<file path="config.mk">
export PLATFORM = sky130hd
export DESIGN_NAME = udp_fifo_pkt_sched
export DESIGN_NICKNAME = d
export VERILOG_FILES = /design/src/rtl/udp_fifo_pkt_sched.sv
export SDC_FILE = /design/constraint.sdc
export NUM_CORES = 1
export LEC_CHECK = 0
export ABC_AREA = 1
export CAP_MARGIN = 20
export CORE_UTILIZATION = 30
export CTS_CLUSTER_SIZE = 40
export DETAILED_ROUTE_END_ITERATION = 6
export PLACE_DENSITY_LB_ADDON = 0.3
export SLEW_MARGIN = 20
export SYNTH_ARGS = -nofsm -noshare
export SYNTH_HDL_FRONTEND = slang
export SYNTH_SLANG_ARGS = --single-unit
export TNS_END_PERCENT = 5
</file>
<file path="constraint.sdc">
create_clock -name clk -period 4.55 [get_ports clk]
set_input_delay 1.365 -clock clk [delete_from_list [all_inputs] [get_ports clk]]
set_output_delay 1.365 -clock clk [all_outputs]
set_load 0.03 [all_outputs]
</file>
<file path="src/rtl/udp_fifo_pkt_sched.sv">
// Packet scheduler between the Ethernet-side sync FIFO read port and udp_tx.
// Launches a full packet when PKT_WORDS are buffered, or a partial one after an idle timeout.
module udp_fifo_pkt_sched #(
  parameter int DATA_W    = 32,
  parameter int LVL_W     = 12,
  parameter int PKT_WORDS = 256,
  parameter int TIMEOUT   = 4096,
  parameter int TO_W      = 16
) (
  input  logic              clk,
  input  logic              tb_rst,
  input  logic              enable,
  input  logic [LVL_W-1:0]  fifo_rd_level,
  input  logic              fifo_rd_empty,
  input  logic [DATA_W-1:0] fifo_rd_data,
  output logic              fifo_rd_en,
  output logic              udp_tx_start,
  output logic [15:0]       udp_tx_byte_num,
  input  logic              udp_tx_req,
  output logic [DATA_W-1:0] udp_tx_data,
  input  logic              udp_tx_done,
  output logic [15:0]       pkt_cnt,
  output logic              underrun_err,
  output logic              overrun_err
);

  // state     | meaning
  // IDLE      | waiting for enable
  // ARM       | watching water level, timing partial packets
  // START     | one-cycle start pulse, words_left loaded
  // SEND      | converting udp_tx_req into FIFO reads
  // WAIT_DONE | all words granted, waiting for udp_tx_done
  typedef enum logic [2:0] {
    IDLE      = 3'd0,
    ARM       = 3'd1,
    START     = 3'd2,
    SEND      = 3'd3,
    WAIT_DONE = 3'd4
  } state_t;

  localparam logic [LVL_W-1:0] PKT_LVL = LVL_W'(PKT_WORDS);
  localparam logic [TO_W-1:0]  TO_LAST = TO_W'(TIMEOUT - 1);

  state_t            state, state_next;
  logic [TO_W-1:0]   timer;
  logic [LVL_W-1:0]  words_q;
  logic [LVL_W-1:0]  words_left;
  logic [LVL_W-1:0]  launch_words;
  logic              lvl_full, lvl_partial, timeout_hit, launch;
  logic              left_zero;

  assign lvl_full     = (fifo_rd_level >= PKT_LVL);
  assign lvl_partial  = (fifo_rd_level != '0) && !lvl_full;
  assign timeout_hit  = (timer == TO_LAST) && (fifo_rd_level != '0);
  assign launch       = (state == ARM) && enable && (lvl_full || timeout_hit);
  assign launch_words = lvl_full ? PKT_LVL : fifo_rd_level;
  assign left_zero    = (words_left == '0);

  always_ff @(posedge clk or posedge tb_rst) begin
    if (tb_rst) state <= IDLE;
    else        state <= state_next;
  end

  always_comb begin
    state_next = state;
    case (state)
      IDLE:      if (enable) state_next = ARM;
      ARM: begin
        if (!enable)                      state_next = IDLE;
        else if (lvl_full || timeout_hit) state_next = START;
      end
      START:     state_next = SEND;
      SEND: begin
        if (udp_tx_done) state_next = IDLE;
        else if (left_zero || (fifo_rd_en && words_left == LVL_W'(1)))
          state_next = WAIT_DONE;
      end
      WAIT_DONE: if (udp_tx_done) state_next = IDLE;
      default:   state_next = IDLE;
    endcase
  end

  always_comb begin
    fifo_rd_en   = (state == SEND) && udp_tx_req && !left_zero && !fifo_rd_empty;
    udp_tx_start = (state == START);
    udp_tx_data  = fifo_rd_data;
  end

  // Timer only runs while a partial packet sits in the FIFO and we stay armed.
  always_ff @(posedge clk or posedge tb_rst) begin
    if (tb_rst) begin
      timer <= '0;
    end else if (state == ARM && state_next == ARM && lvl_partial) begin
      timer <= timer + TO_W'(1);
    end else begin
      timer <= '0;
    end
  end

  always_ff @(posedge clk or posedge tb_rst) begin
    if (tb_rst) begin
      words_q         <= '0;
      udp_tx_byte_num <= '0;
    end else if (launch) begin
      words_q         <= launch_words;
      udp_tx_byte_num <= 16'(launch_words) << 2;
    end
  end

  always_ff @(posedge clk or posedge tb_rst) begin
    if (tb_rst) begin
      words_left <= '0;
    end else if (state == START) begin
      words_left <= words_q;
    end else if (state == SEND && udp_tx_done) begin
      words_left <= '0;
    end else if (fifo_rd_en) begin
      words_left <= words_left - LVL_W'(1);
    end
  end

  always_ff @(posedge clk or posedge tb_rst) begin
    if (tb_rst) begin
      pkt_cnt      <= '0;
      underrun_err <= 1'b0;
      overrun_err  <= 1'b0;
    end else begin
      if (state == START) pkt_cnt <= pkt_cnt + 16'd1;
      if ((state == SEND || state == WAIT_DONE) && udp_tx_req && left_zero)
        overrun_err <= 1'b1;
      if (state == SEND && udp_tx_req && !left_zero && fifo_rd_empty)
        underrun_err <= 1'b1;
    end
  end

endmodule

</file>
Word level (Yosys, flattened, before mapping) --
Cells that the tools add are included.
Storage, ports and cells: register bits after elaboration 61, bits in latches 0, RAM bits 0, bits in read-only memories 0, bits of input ports 50, word-level logic and storage cells 54, memories kept 0
Operators by class: add/subtract/negate cells 3, multiply operators 0, divide/modulo/power cells 0, order comparisons 1, eq/ne operators 7, shift-type cells 0, multiplexer cells 12, bitwise operators 0, reduce and logical (&&, ||, !) cells 24
Operator list (count):
- 2-to-1 mux 12 bit | 4
- adder 16 x 1 -> 16 bit, second input constant | 2
- 2-to-1 mux 3 bit | 6
- == test 16 x 12 -> 1 bit, second input constant | 1
- 2-to-1 mux 16 bit | 1
- one-hot mux 3 bit (5 select lines) | 1
- logical AND 1 bit | 14
- == test 12 x 1 -> 1 bit, second input constant | 1
- >= comparator 12 x 9 -> 1 bit, second input constant | 1
- logical NOT 12 bit | 1
- nonzero test 12 bit | 1
- subtractor 12 x 1 -> 12 bit, second input constant | 1
- == test 3 x 1 -> 1 bit, second input constant | 2
- == test 3 x 2 -> 1 bit, second input constant | 2
- == test 3 bit, second input constant | 1
- logical NOT 1 bit | 3
- logical NOT 3 bit | 1
- logical OR 1 bit | 3
- nonzero test 3 bit | 1

Depth between registers and ports, before layout --
depth in word-level cells 13, mapped depth 11, gate-level depth less buffers 10

Worst setup path after synthesis --
Ideal clock, no wire load.
kind input port to output port, from input port udp_tx_req, to output port fifo_rd_en, data arrival time 1.888 ns, path slack 1.297 ns, stages 4, cell sequence inv_1 -> nor2_2 -> nand3_1 -> inv_1
Between the ends: cells in the longest elaborated chain, start to end 3
RTL lines:
- start, declared | RTL line 19 | input logic udp_tx_req,
- logical AND 1 bit (3 in a row) | RTL line 84 | fifo_rd_en = (state == SEND) && udp_tx_req && !left_zero && !fifo_rd_empty;
- end, declared | RTL line 16 | output logic fifo_rd_en,
Every way passes these cells.

Final worst setup path --
Same ends and word-level chain as after synthesis.

==> out/summary.txt <==
Avg Vias per Cell = 4.561
Clock tree from TritonCTS = done
Hold WC Path Type = flop to flop
Crit Path Max Fanout = 4
Die Area = 12110 um2
Area of the multi-input gates = 1505 um2
Peak supply drop = 254.2 uV
Layout cells sized above 1 = 12.90%
# IOs = 118
First-pass GRT wire length = 12.45 mm
Pleak = 1.840 nW
Routed WL = 7.596 mm
Port Buffers = 49
Critical Path RT = 3.18 ns
Final Max Tran Viols = 0
Setup_tns = 0 ns
GRT Util Overall = 13.48%
Top FF cell, synth = dfrtp_1
Post-Synthesis Cells = 411
Reg area = 1526 um2
Count of hold buffers inserted by post-cts repair = 0
Setup repair after global routing missed its margin = no
Gpl congestion = 0.8537
PwrDens = 517.5 nW/um2
Die width = 110.0 um
Crit-path max cell delay = 0.69 ns
CTS Sinks = 61
EDFF count, synth = 0
Status = finished, final reports clean
Vias after detailed routing = 2668
Placed inst area = 3906 um2
Post CTS Setup Buffer Count = 0
DR WL/cell = 12.98 um
Most frequent cells in the layout = 72 x nand2_1, 61 x dfrtp_1, 49 x clkdlybuf4s50_1
# fillers = 1170
Final period util = 97.49%
Worst Path Arrival = 3.07 ns
Layout area overhead = 20.87%
Nets = 491
Clk root buf = clkbuf_16
Initial DRC count = 79
Yosys warns = 0
Starting Density = 30.66%
Chip Height = 110.0 um
TritonCTS Buffers = 9
Min cycle time layout = 4.436 ns
Clock latency on the worst-skew pair = 0.32 ns
R2r setup slk = 2.19 ns
WHS = 0.4583 ns
Syn_area_per_cell = 8.518 um2
# rows = 39
Overflow after GRT = 0
Max-slew headroom = 48.19%
CP Cell Sequence = clkdlybuf4s50_1 > inv_1 > nor2_2 > nand3_1 > inv_1 > clkdlybuf4s50_1
H-tree depth = 3
Flops & latches, synth = 61
Vias in the first global route = 2578
Longest Clk Path Bufs = 2
Post-route cell area = 4232 um2
Initial antenna violation count = 0
Post-DRT Antenna Nets = 0
CP max-delay cell = clkdlybuf4s50_1
Setup violators final = 0
Maxcap violations = 0
Hold Fails Final Rpt = 0
Core area = 11420 um2
Async set or reset register ratio after synthesis = 100.0%
Clk_skew = 0.003825 ns
Crit end category = primary output
DP HPWL = 5.560 mm
Ant diodes = 0
Largest net degree at the start of global routing = 38
Seq/Total Area, Yosys = 43.60%
Post-CTS sizing = 0
Worst Setup Start Kind = input pin
Peak Freq = 225.4 MHz
Netlist cell types = 39
CTS clk-pin slew, worst paths = 0.05 ns
Critical path class = input pin to primary output
Pre-antenna DRT Iters = 4
Slew @ Worst Pin = 0.7761 ns
Post-Syn Area = 3501 um2
Total design power = 2.190 mW
Commonest non-fill, non-tap cell in the layout = nand2_1
DR DRC count = 0
==> final cells by class <==
cell class | count | area share [%]
sequential | 61 | 36.07
timing repair buffer | 52 | 12.12
multi-input combinational | 265 | 35.57
clock buffer | 10 | 5.648
inverter | 48 | 4.317
clock inverter | 6 | 2.040
tap | 143 | 4.228
==> cell usage after synthesis (7+ instances only) <==
master,number,share of area [%]
nor2_2,13,2.3
o21ai_0,18,2.6
xnor2_1,12,3.0
o31ai_1,7,1.5
nand2_1,72,7.7
a21oi_1,8,1.1
nor2_1,37,4.0
xor2_1,17,4.3
dfrtp_1,61,44
nand3_1,23,3.3
inv_1,46,4.9
buf_4,37,7.9
==> flip-flops by register name (all words and copies together), names as in the netlist <==
signal        count
words_q          12
underrun_err      1
overrun_err       1
state             3
pkt_cnt          16
timer            16
words_left       12
==> final timing paths <==
kind                               start             to  cells past startpoint
max                           udp_tx_req     fifo_rd_en                      6
min                             timer[0]       timer[0]                      1
max reg2reg                words_left[0]  words_left[7]                     10
min reg2reg                     timer[0]       timer[0]                      1
max in group asynchronous         tb_rst     pkt_cnt[0]                      3
min in group asynchronous         tb_rst       timer[3]                      2
==> through the flow <==
| step | instances | setup slack [ns] | utilization, % |
|---|---|---|---|
| 2_1_floorplan | 414 | 1.297 | - |
| 3_3_place_gp | 569 | 0.1510 | 34.21 |
| 3_5_place_dp | 569 | 0.1376 | 34.21 |
| 4_1_cts | 585 | 0.1032 | 37.06 |
| 5_1_grt | 585 | 0.03525 | 37.06 |
| 6_report | 585 | 0.1140 | 37.06 |
==> worst max-delay path: cells and delay by family <==
| family | cells | cell delay, ns |
|---|---|---|
| buffers and inverters | 4 | 1.39 |
| and+or+nand+nor | 2 | 0.31 |
==> logic make-up after synthesis <==
| group | Yosys count | share of synthesized area, % |
|---|---|---|
| buffers and inverters | 88 | 13.72 |
| adder cells (fa/ha/maj) | 4 | 1.430 |
| XOR/XNOR | 29 | 7.255 |
| AO/OA/AOI/OAI | 50 | 8.935 |
| AND/OR/NAND/NOR | 178 | 24.95 |
| flip-flops | 61 | 43.60 |
| other | 1 | 0.1071 |
==> power by group <==
group          switching [mW]  internal, mW  total (mW)
clock network           0.245         0.493       0.738
logic                   0.456         0.252       0.708
registers               0.109         0.635       0.744
total                   0.810          1.38        2.19
==> layer usage <==
metal	wire, um	GRT usage (%)
met5	0	0
met4	130	5.143
met3	407	3.527
met2	3537	20.98
met1	3521	17.86
Note: power is estimated with default switching activity, not from simulation.
==> RTL change: new RTL, same flow settings <==
The 5 states of `state_t` get a one-hot encoding in 5 bits.
--- a/src/rtl/udp_fifo_pkt_sched.sv
+++ b/src/rtl/udp_fifo_pkt_sched.sv
@@ -31,10 +31,10 @@
   // SEND      | converting udp_tx_req into FIFO reads
   // WAIT_DONE | all words granted, waiting for udp_tx_done
-  typedef enum logic [2:0] {
-    IDLE      = 3'd0,
-    ARM       = 3'd1,
-    START     = 3'd2,
-    SEND      = 3'd3,
-    WAIT_DONE = 3'd4
+  typedef enum logic [4:0] {
+    IDLE      = 5'b00001,
+    ARM       = 5'b00010,
+    START     = 5'b00100,
+    SEND      = 5'b01000,
+    WAIT_DONE = 5'b10000
   } state_t;
 
Formal check against the unedited RTL: no difference found for any inputs over 10 cycles, from zero or initial values and one cycle with tb_rst high; not proved beyond that.
==> RTL change against the original RTL <==
Global-route usage grew 0.33 points; clock power grew 2%; sequential power shrank 3%; total power shrank 12%; sequential cell count grew 2; largest cell class unchanged; setup slack gained 89 ps; cell area grew 0.15%; register-to-register slack gained 210 ps; final cell count grew 3.9%; area after synthesis grew 0.43%; largest power group is now clock; wire length grew 0.93%; hold slack gained 3.5 ps; non-clock buffer count grew 2.
==> RTL change: results (changes against the original RTL) <==
run status - complete, no violations
routed wirelength normalized by instance count - 12.6 um (-2.9%)
Placement Cell Area - 3910 sq um (+0.13%)
number of nets in the finished design - 514 (+4.7%)
area overhead of the layout relative to synthesis - 20.5%
Placed Instances - 592 (+4.0%)
Area contributors post-synth - sky130_fd_sc_hd__dfrtp_1 (44%), sky130_fd_sc_hd__nand2_1 (9.8%), sky130_fd_sc_hd__buf_4 (7.7%)
length in cells of the worst reg-to-reg path - 8 (-2)
worst min-delay path endpoint - overrun_err
Inverters excl. clock - 44 (-8.3%)
Worst R2R End - timer[7]
filler cell count in the final layout - 1189 (+1.6%)
DR iter-0 viols - 224 (+180%)
hold slack - 462 ps (+3.50 ps)
post-route clock skew - 6.08 ps (+2.25 ps)
Worst R2R Start - timer[0]
syn avg cell area - 8.06 sq um (-5.3%)
share of the synthesized area in compound gates (AO/OA/AOI/OAI) - 0.0598 (-0.0296)
slew at the pin closest to its max-slew limit - 816 ps (+40.2 ps)
number of flip-flops and latches in the synthesized netlist - 63 (+3.3%)
clkbuf count - 13 (+3)
final standard cell count with taps included and fillers excluded - 608 (+3.9%)
Clk power - 0.000753 W (+2%)
crit path setup slack, layout - 203 ps (+88.7 ps)
leak pwr - 1.89 nW (+2.7%)
worst voltage drop across the vdd grid - 0.000230 V (-9.3%)
bufs w/o clock - 54 (+3.8%)
Clock-cell share - 0.0768 (-0.000113)
pin count of the biggest net entering global routing - 47 (+24%)
==> RTL change: cell types whose count changed after synthesis, moves of 4 or more <==
| cell | before | now |
|---|---|---|
| sky130_fd_sc_hd__a21oi_1 | 8 | 3 |
| sky130_fd_sc_hd__nand4_1 | 6 | 10 |
| sky130_fd_sc_hd__nor3_1 | 4 | 9 |
| sky130_fd_sc_hd__nor2_4 | 5 | 0 |
| sky130_fd_sc_hd__nor2_2 | 13 | 4 |
| sky130_fd_sc_hd__o31ai_1 | 7 | 0 |
| sky130_fd_sc_hd__o21ai_0 | 18 | 22 |
| sky130_fd_sc_hd__nor4_1 | 5 | 1 |
| sky130_fd_sc_hd__nand2_1 | 72 | 92 |
| sky130_fd_sc_hd__nor2_1 | 37 | 63 |
| sky130_fd_sc_hd__nand3_2 | 4 | 0 |
==> RTL change: per-layer routing <==
layer | share of wire | global-route usage
met5 | 0 | 0
met4 | 0.025 | 0.0724
met2 | 0.46 | 0.214
met1 | 0.48 | 0.182
met3 | 0.037 | 0.0265
